--- config.mk ---
export PLATFORM = sky130hd
export DESIGN_NAME = absorb_stream
export DESIGN_NICKNAME = d
export VERILOG_FILES = /design/src/rtl/absorb_stream.sv
export SDC_FILE = /design/constraint.sdc
export NUM_CORES = 2
export LEC_CHECK = 0
export BUFFER_PORTS_ARGS = -buffer_cell sky130_fd_sc_hd__buf_4
export CORE_AREA = 4 4 755 757
export DETAILED_ROUTE_END_ITERATION = 7
export DIE_AREA = 0 0 759 761
export GPL_TIMING_DRIVEN = 0
export SLEW_MARGIN = 25
export SYNTH_ARGS = -nofsm -noshare
export SYNTH_HDL_FRONTEND = slang
export SYNTH_SLANG_ARGS = --single-unit
--- constraint.sdc ---
create_clock -name clk -period 5.4 [get_ports clk]
set_input_delay 0.27 -clock clk [delete_from_list [all_inputs] [get_ports clk]]
set_output_delay 0.27 -clock clk [all_outputs]
set_load 0.005 [all_outputs]
--- src/rtl/absorb_stream.sv ---
// absorb_stream: streaming sponge absorb controller.
// Takes message blocks over valid/ready, pads the final partial block, and
// drives an external permutation core through f_start/f_done, one block at
// a time. Optional error detection is built when ABSORB_STREAM_ERR_EN is
// defined, which adds the err output and the ERR state.
//
// state  | meaning
// -------+-----------------------------------------------------------
// IDLE   | waiting for start
// ACCEPT | in_ready high, waiting for a message block
// LAUNCH | f_start pulse, block and state presented to permutation
// WAIT   | waiting for f_done from the permutation
// DONE   | final result held on cout/rout/xout, done high
// ERR    | bad final length or counter overflow (ERR_EN builds only)
module absorb_stream #(
  parameter int CWIDTH   = 320,
  parameter int RWIDTH   = 32,
  parameter int XWIDTH   = 64,
  parameter int IWIDTH   = 128,
  parameter int CNTWIDTH = 16
) (
  input  logic                      clk,
  input  logic                      reset,
  input  logic                      start,
  input  logic [CWIDTH-1:0]         c_in,
  input  logic [RWIDTH-1:0]         r_in,
  input  logic [XWIDTH-1:0]         x_in,
  input  logic [1:0]                domain,
  input  logic                      in_valid,
  output logic                      in_ready,
  input  logic [IWIDTH-1:0]         in_data,
  input  logic                      in_last,
  input  logic [$clog2(IWIDTH/8):0] in_bytes,
  output logic                      f_start,
  output logic [CWIDTH-1:0]         f_c,
  output logic [RWIDTH-1:0]         f_r,
  output logic [XWIDTH-1:0]         f_x,
  output logic [IWIDTH-1:0]         f_i,
  output logic [3:0]                f_ds,
  input  logic                      f_done,
  input  logic [CWIDTH-1:0]         f_cout,
  input  logic [RWIDTH-1:0]         f_rout,
  input  logic [XWIDTH-1:0]         f_xout,
  output logic [CWIDTH-1:0]         cout,
  output logic [RWIDTH-1:0]         rout,
  output logic [XWIDTH-1:0]         xout,
  output logic [CNTWIDTH-1:0]       block_count,
  output logic                      busy,
  output logic                      done
`ifdef ABSORB_STREAM_ERR_EN
  ,
  output logic                      err
`endif
);

  localparam int NB = IWIDTH / 8;
  localparam int BW = $clog2(NB) + 1;

  typedef enum logic [2:0] {
    ST_IDLE,
    ST_ACCEPT,
    ST_LAUNCH,
    ST_WAIT,
    ST_DONE,
    ST_ERR
  } state_t;

  state_t              state_q, state_d;
  logic [CWIDTH-1:0]   c_q, c_d;
  logic [RWIDTH-1:0]   r_q, r_d;
  logic [XWIDTH-1:0]   x_q, x_d;
  logic [1:0]          dom_q, dom_d;
  logic                fin_q, fin_d;
  logic [IWIDTH-1:0]   fi_q, fi_d;
  logic [3:0]          fds_q, fds_d;
  logic [CWIDTH-1:0]   cout_q, cout_d;
  logic [RWIDTH-1:0]   rout_q, rout_d;
  logic [XWIDTH-1:0]   xout_q, xout_d;
  logic [CNTWIDTH-1:0] cnt_q, cnt_d;
  logic                f_start_q, f_start_d;
  logic                in_ready_q, in_ready_d;
  logic                busy_q, busy_d;
  logic                done_q, done_d;
`ifdef ABSORB_STREAM_ERR_EN
  logic                err_q, err_d;
`endif

  logic                pad_en;
  logic [IWIDTH-1:0]   blk_pad;
  logic                bad_blk;

  // Pad a short final block: keep bytes below in_bytes, 0x01 marker, zeros above.
  always_comb begin
    pad_en  = in_last && (in_bytes < BW'(NB));
    blk_pad = in_data;
    if (pad_en) begin
      for (int k = 0; k < NB; k++) begin
        if (BW'(k) == in_bytes) begin
          blk_pad[8*k +: 8] = 8'h01;
        end else if (BW'(k) > in_bytes) begin
          blk_pad[8*k +: 8] = 8'h00;
        end
      end
    end
  end

  // Blocks that must not reach the permutation (only detected in ERR_EN builds).
`ifdef ABSORB_STREAM_ERR_EN
  assign bad_blk = (in_last && (in_bytes > BW'(NB))) || (cnt_q == '1);
`else
  assign bad_blk = 1'b0;
`endif

  // Next-state and datapath update; status outputs are decoded from the next state.
  always_comb begin
    state_d = state_q;
    c_d     = c_q;
    r_d     = r_q;
    x_d     = x_q;
    dom_d   = dom_q;
    fin_d   = fin_q;
    fi_d    = fi_q;
    fds_d   = fds_q;
    cout_d  = cout_q;
    rout_d  = rout_q;
    xout_d  = xout_q;
    cnt_d   = cnt_q;

    case (state_q)
      ST_IDLE, ST_DONE, ST_ERR: begin
        if (start) begin
          c_d     = c_in;
          r_d     = r_in;
          x_d     = x_in;
          dom_d   = domain;
          cnt_d   = '0;
          state_d = ST_ACCEPT;
        end
      end
      ST_ACCEPT: begin
        if (in_valid) begin
          if (bad_blk) begin
            state_d = ST_ERR;
          end else begin
            fi_d    = blk_pad;
            fin_d   = in_last;
            fds_d   = {dom_q, in_last, pad_en};
            cnt_d   = (cnt_q == '1) ? cnt_q : cnt_q + 1'b1;
            state_d = ST_LAUNCH;
          end
        end
      end
      ST_LAUNCH: begin
        state_d = ST_WAIT;
      end
      ST_WAIT: begin
        if (f_done) begin
          c_d = f_cout;
          r_d = f_rout;
          x_d = f_xout;
          if (fin_q) begin
            cout_d  = f_cout;
            rout_d  = f_rout;
            xout_d  = f_xout;
            state_d = ST_DONE;
          end else begin
            state_d = ST_ACCEPT;
          end
        end
      end
      default: begin
        state_d = ST_IDLE;
      end
    endcase

    in_ready_d = (state_d == ST_ACCEPT);
    f_start_d  = (state_d == ST_LAUNCH);
    busy_d     = (state_d == ST_ACCEPT) || (state_d == ST_LAUNCH) || (state_d == ST_WAIT);
    done_d     = (state_d == ST_DONE);
`ifdef ABSORB_STREAM_ERR_EN
    err_d      = (state_d == ST_ERR);
`endif
  end

  // All state and registered outputs, synchronous reset.
  always_ff @(posedge clk) begin
    if (reset) begin
      state_q    <= ST_IDLE;
      c_q        <= '0;
      r_q        <= '0;
      x_q        <= '0;
      dom_q      <= '0;
      fin_q      <= 1'b0;
      fi_q       <= '0;
      fds_q      <= '0;
      cout_q     <= '0;
      rout_q     <= '0;
      xout_q     <= '0;
      cnt_q      <= '0;
      f_start_q  <= 1'b0;
      in_ready_q <= 1'b0;
      busy_q     <= 1'b0;
      done_q     <= 1'b0;
`ifdef ABSORB_STREAM_ERR_EN
      err_q      <= 1'b0;
`endif
    end else begin
      state_q    <= state_d;
      c_q        <= c_d;
      r_q        <= r_d;
      x_q        <= x_d;
      dom_q      <= dom_d;
      fin_q      <= fin_d;
      fi_q       <= fi_d;
      fds_q      <= fds_d;
      cout_q     <= cout_d;
      rout_q     <= rout_d;
      xout_q     <= xout_d;
      cnt_q      <= cnt_d;
      f_start_q  <= f_start_d;
      in_ready_q <= in_ready_d;
      busy_q     <= busy_d;
      done_q     <= done_d;
`ifdef ABSORB_STREAM_ERR_EN
      err_q      <= err_d;
`endif
    end
  end

  assign in_ready    = in_ready_q;
  assign f_start     = f_start_q;
  assign f_c         = c_q;
  assign f_r         = r_q;
  assign f_x         = x_q;
  assign f_i         = fi_q;
  assign f_ds        = fds_q;
  assign cout        = cout_q;
  assign rout        = rout_q;
  assign xout        = xout_q;
  assign block_count = cnt_q;
  assign busy        = busy_q;
  assign done        = done_q;
`ifdef ABSORB_STREAM_ERR_EN
  assign err         = err_q;
`endif

endmodule
==> summary.txt <==
Timing
  • Max_slew headroom: 24.9%
  • Final Skew: 0.0547 ns
  • Worst Slack Setup Final: 1.28 ns
  • Unrepaired setup endpoints after global routing: false
  • Transition time at the pin with the least slew margin: 1.13 ns
  • Tcrit/Tclk final: 76.4%
  • Final Hold Vio Count: 0
  • Upper clock frequency limit: 243 MHz
  • Setup violations, final: 0
  • Min Clock Period, post-route: 4.12 ns
  • Max Slew Vio Count: 0

Global routing
  • Via count of the first global-routing pass: 51,480
  • Total routing usage reported by global routing: 16.2%
  • Pin count of the biggest net entering global routing: 20
  • Overflow left after global routing: 0
  • Number of antenna violations at the first check in global routing: 297
  • Global-route wire length before repair: 605,000 um

Logic synthesis
  • Leading cell types by total area after synthesis: dfxtp_1 52%, nand2_1 17%, a311oi_1 9.5%, a21oi_1 6.2%, nor2_1 5.3%
  • Post-synth top flop: dfxtp_1
  • Area share of the largest cell type after synthesis: 51.9%
  • Number of flip-flops and latches in the synthesized netlist: 989
  • Synth warn: 0
  • Count of distinct cell types in the synthesized netlist: 54
  • Commonest cells in the synthesized netlist: 1,721 x nand2_1, 989 x dfxtp_1, 536 x nor2_1, 469 x a21oi_1, 414 x a311oi_1
  • Summed instance area of the synthesized netlist: 38,200 sq um
  • Post-synthesis cell count: 4,832
  • Most instantiated library cell after synthesis: nand2_1
  • Sequential share of the synthesized area: 51.9%
  • Leading area contributor after synthesis: dfxtp_1
  • Async S/R FF share, synth: 0%
  • Net count of the mapped netlist: 5,806
  • Count of flip-flops with a built-in enable after synthesis: 0
  • Mean instance size in the synthesized netlist: 7.90 sq um

Floorplanning
  • Initial core utilization: 6.77%
  • Core box area: 564,000 sq um
  • Height of the die: 761 um
  • Row count: 276
  • Die Footprint: 578,000 sq um
  • Ports placed on the boundary: 1,957
  • Floorplan die width: 759 um

Routing
  • Total wire length after detailed routing: 492,000 um
  • Post-detailed-route count of antenna-violating nets: 0
  • Starting DRT DRC Count: 5,223
  • Number of remaining DRC errors: 0
  • Drt via density: 3.37
  • Overall via count from detail_route: 53,377
  • Routed wire per std cell: 31.0 um
  • Initial DRT Pass Iterations: 6

Final layout
  • Layout overhead on the synthesized area: 107%
  • Utilization after layout: 14.0%
  • Layout net count: 9,039
  • Share of cells above drive strength 1: 30.0%
  • Non-Filler Cell Area, Final: 78,800 sq um
  • Final cell count without fillers: 15,861

Critical path
  • Worst path max stage delay: 0.71 ns
  • Required @ worst endpoint: 6.18 ns
  • Category of the worst setup path launch point: register
  • Worst endpoint data arrival time: 4.90 ns
  • Critical Path End Type: register
  • Crit-path most repeated cell: buf_2
  • Worst setup path class: reg2reg
  • Kind of cell adding the most delay to the critical path: buffers and inverters
  • Largest driver fanout on the critical path: 10
  • Cell-by-cell trace of the critical path: buf_2, nor2b_1, buf_2, mux2i_4, buf_8, buf_2, buf_2, nor2_1, a311oi_1, dlygate4sd3_1
  • Slowest cell on crit path: mux2i_4
  • Buffers and inverters on the worst path: 6

Power
  • Pwr Density: 282 nW/um^2
  • Total leakage power: 31.1 nW
  • Maximum VDD drop: 0.292 mV

Place
  • Routability congestion estimate: 1.04
  • Total half-perimeter wirelength after legalization and detailed placement: 435,000 um
  • Input/output buffers: 1,954
  • Total placed instance area: 62,600 sq um
  • Setup Slack @ Placement: 1.71 ns
  • Count of placed standard cells including taps: 14,308

Outcome
  • Outcome: finished clean

Clocking
  • Number of clock sinks: 989
  • Count of instances resized after the clock tree is built: 0
  • Number of CTS-inserted buffers: 124
  • Clock insertion delay at the later pin of the skew report: 0.87 ns
  • TritonCTS clock tree: yes
  • Clock buffer depth: 4
  • CTS H-tree depth: 3
  • Clock Pin Slew Worst Setup and Hold Paths: 0.06 ns
  • Clock tree root driver cell: clkbuf_16

Min path
  • Hold Crit Class: in2reg

Flow run
  • Max capacitance violation total: 0
==> area by class of cell <==
cell class | count | area, sq um
Fill cell | 64743 | 485000
Timing Repair Buffer | 3107 | 26400
Sequential cell | 989 | 19800
Multi-Input combinational cell | 3402 | 16400
Tap cell | 7506 | 9390
Clock buffer | 169 | 3560
Buffer | 432 | 2010
Clock inverter | 58 | 766
Antenna cell | 189 | 473
Inverter | 9 | 33.8
==> registers in the layout (all words and copies together), names as in the netlist <==
register	flops
f_c	320
f_r	32
f_x	64
f_i	128
state_q	3
cout	320
dom_q	2
f_start	1
block_count	16
in_ready	1
busy	1
rout	32
f_ds	4
done	1
xout	64
==> through the flow <==
step           total power [mW]  setup TNS [ns]  hold WS, ns
2_1_floorplan              9.21               0        0.398
3_3_place_gp               12.2          -11.60        0.442
6_report                   22.2               0        0.141
3_5_place_dp               12.2               0        0.445
4_1_cts                    22.5               0     0.000574
5_1_grt                    23.0               0       0.0781
==> layer usage <==
metal	global-route usage (%)	vias up	part of all wire (%)
li1	-	23137	-
met2	26.7	3435	46
met1	19.3	25841	39
met3	5.79	864	9.8
met5	0	-	0.13
met4	6.23	100	4.7
==> cell families after synthesis <==
logic type / after synthesis / synth area share [%]
AOI/OAI and AO/OA: 1042 / 18.9
adders and majority gates: 1 / 0.0328
buffers and inverters: 441 / 5.25
DFF: 989 / 51.9
muxes: 5 / 0.141
and+or+nand+nor: 2354 / 23.8
==> worst paths after layout <==
kind / startpoint / end / slack [ns] / depth (start not counted)
worst min-delay path: in_data[103] / f_i[103] / 0.14 / 4
worst max register to register: state_q[2] / f_c[207] / 1.28 / 10
worst min register to register: cout[98] / cout[98] / 0.46 / 2
worst max-delay path: state_q[2] / f_c[207] / 1.28 / 10
==> cells in the final DEF (no fill, tap or decap), types with 13 or more instances in the layout <==
cell type         n
clkinv_2         28
diode_2         189
clkbuf_8         29
dlygate4sd3_1  1137
clkbuf_16       124
a21oi_1         469
o21ai_0          15
clkbuf_1        195
clkbuf_2         28
buf_4          1963
nand2_1        1721
a311oi_1        414
nand3_1          35
dfxtp_1         989
a22oi_1          91
bufinv_16        13
nor2_1          536
buf_2           193
==> worst reg2reg max path: stages (launching register included) <==
cell           delay (ns)
dfxtp_1              0.31
buf_2                0.20
nor2b_1              0.12
buf_2                0.28
mux2i_4              0.71
buf_8                0.25
buf_2                0.68
buf_2                0.54
nor2_1               0.08
a311oi_1             0.27
dlygate4sd3_1        0.60
==> where the power goes <==
part	internal, mW	switching [mW]	leakage, nW
combinational	2.13	2.89	20.9
clock	5.24	3.85	2.14
sequential	7.72	0.392	8.07
==> repair_timing <==
action	CTS	global route
buffers inserted	0	0
setup endpoints to repair	0	0
hold buffers	1137	0
endpoints found under the hold margin	980	0
(Power assumes the default switching activity.)
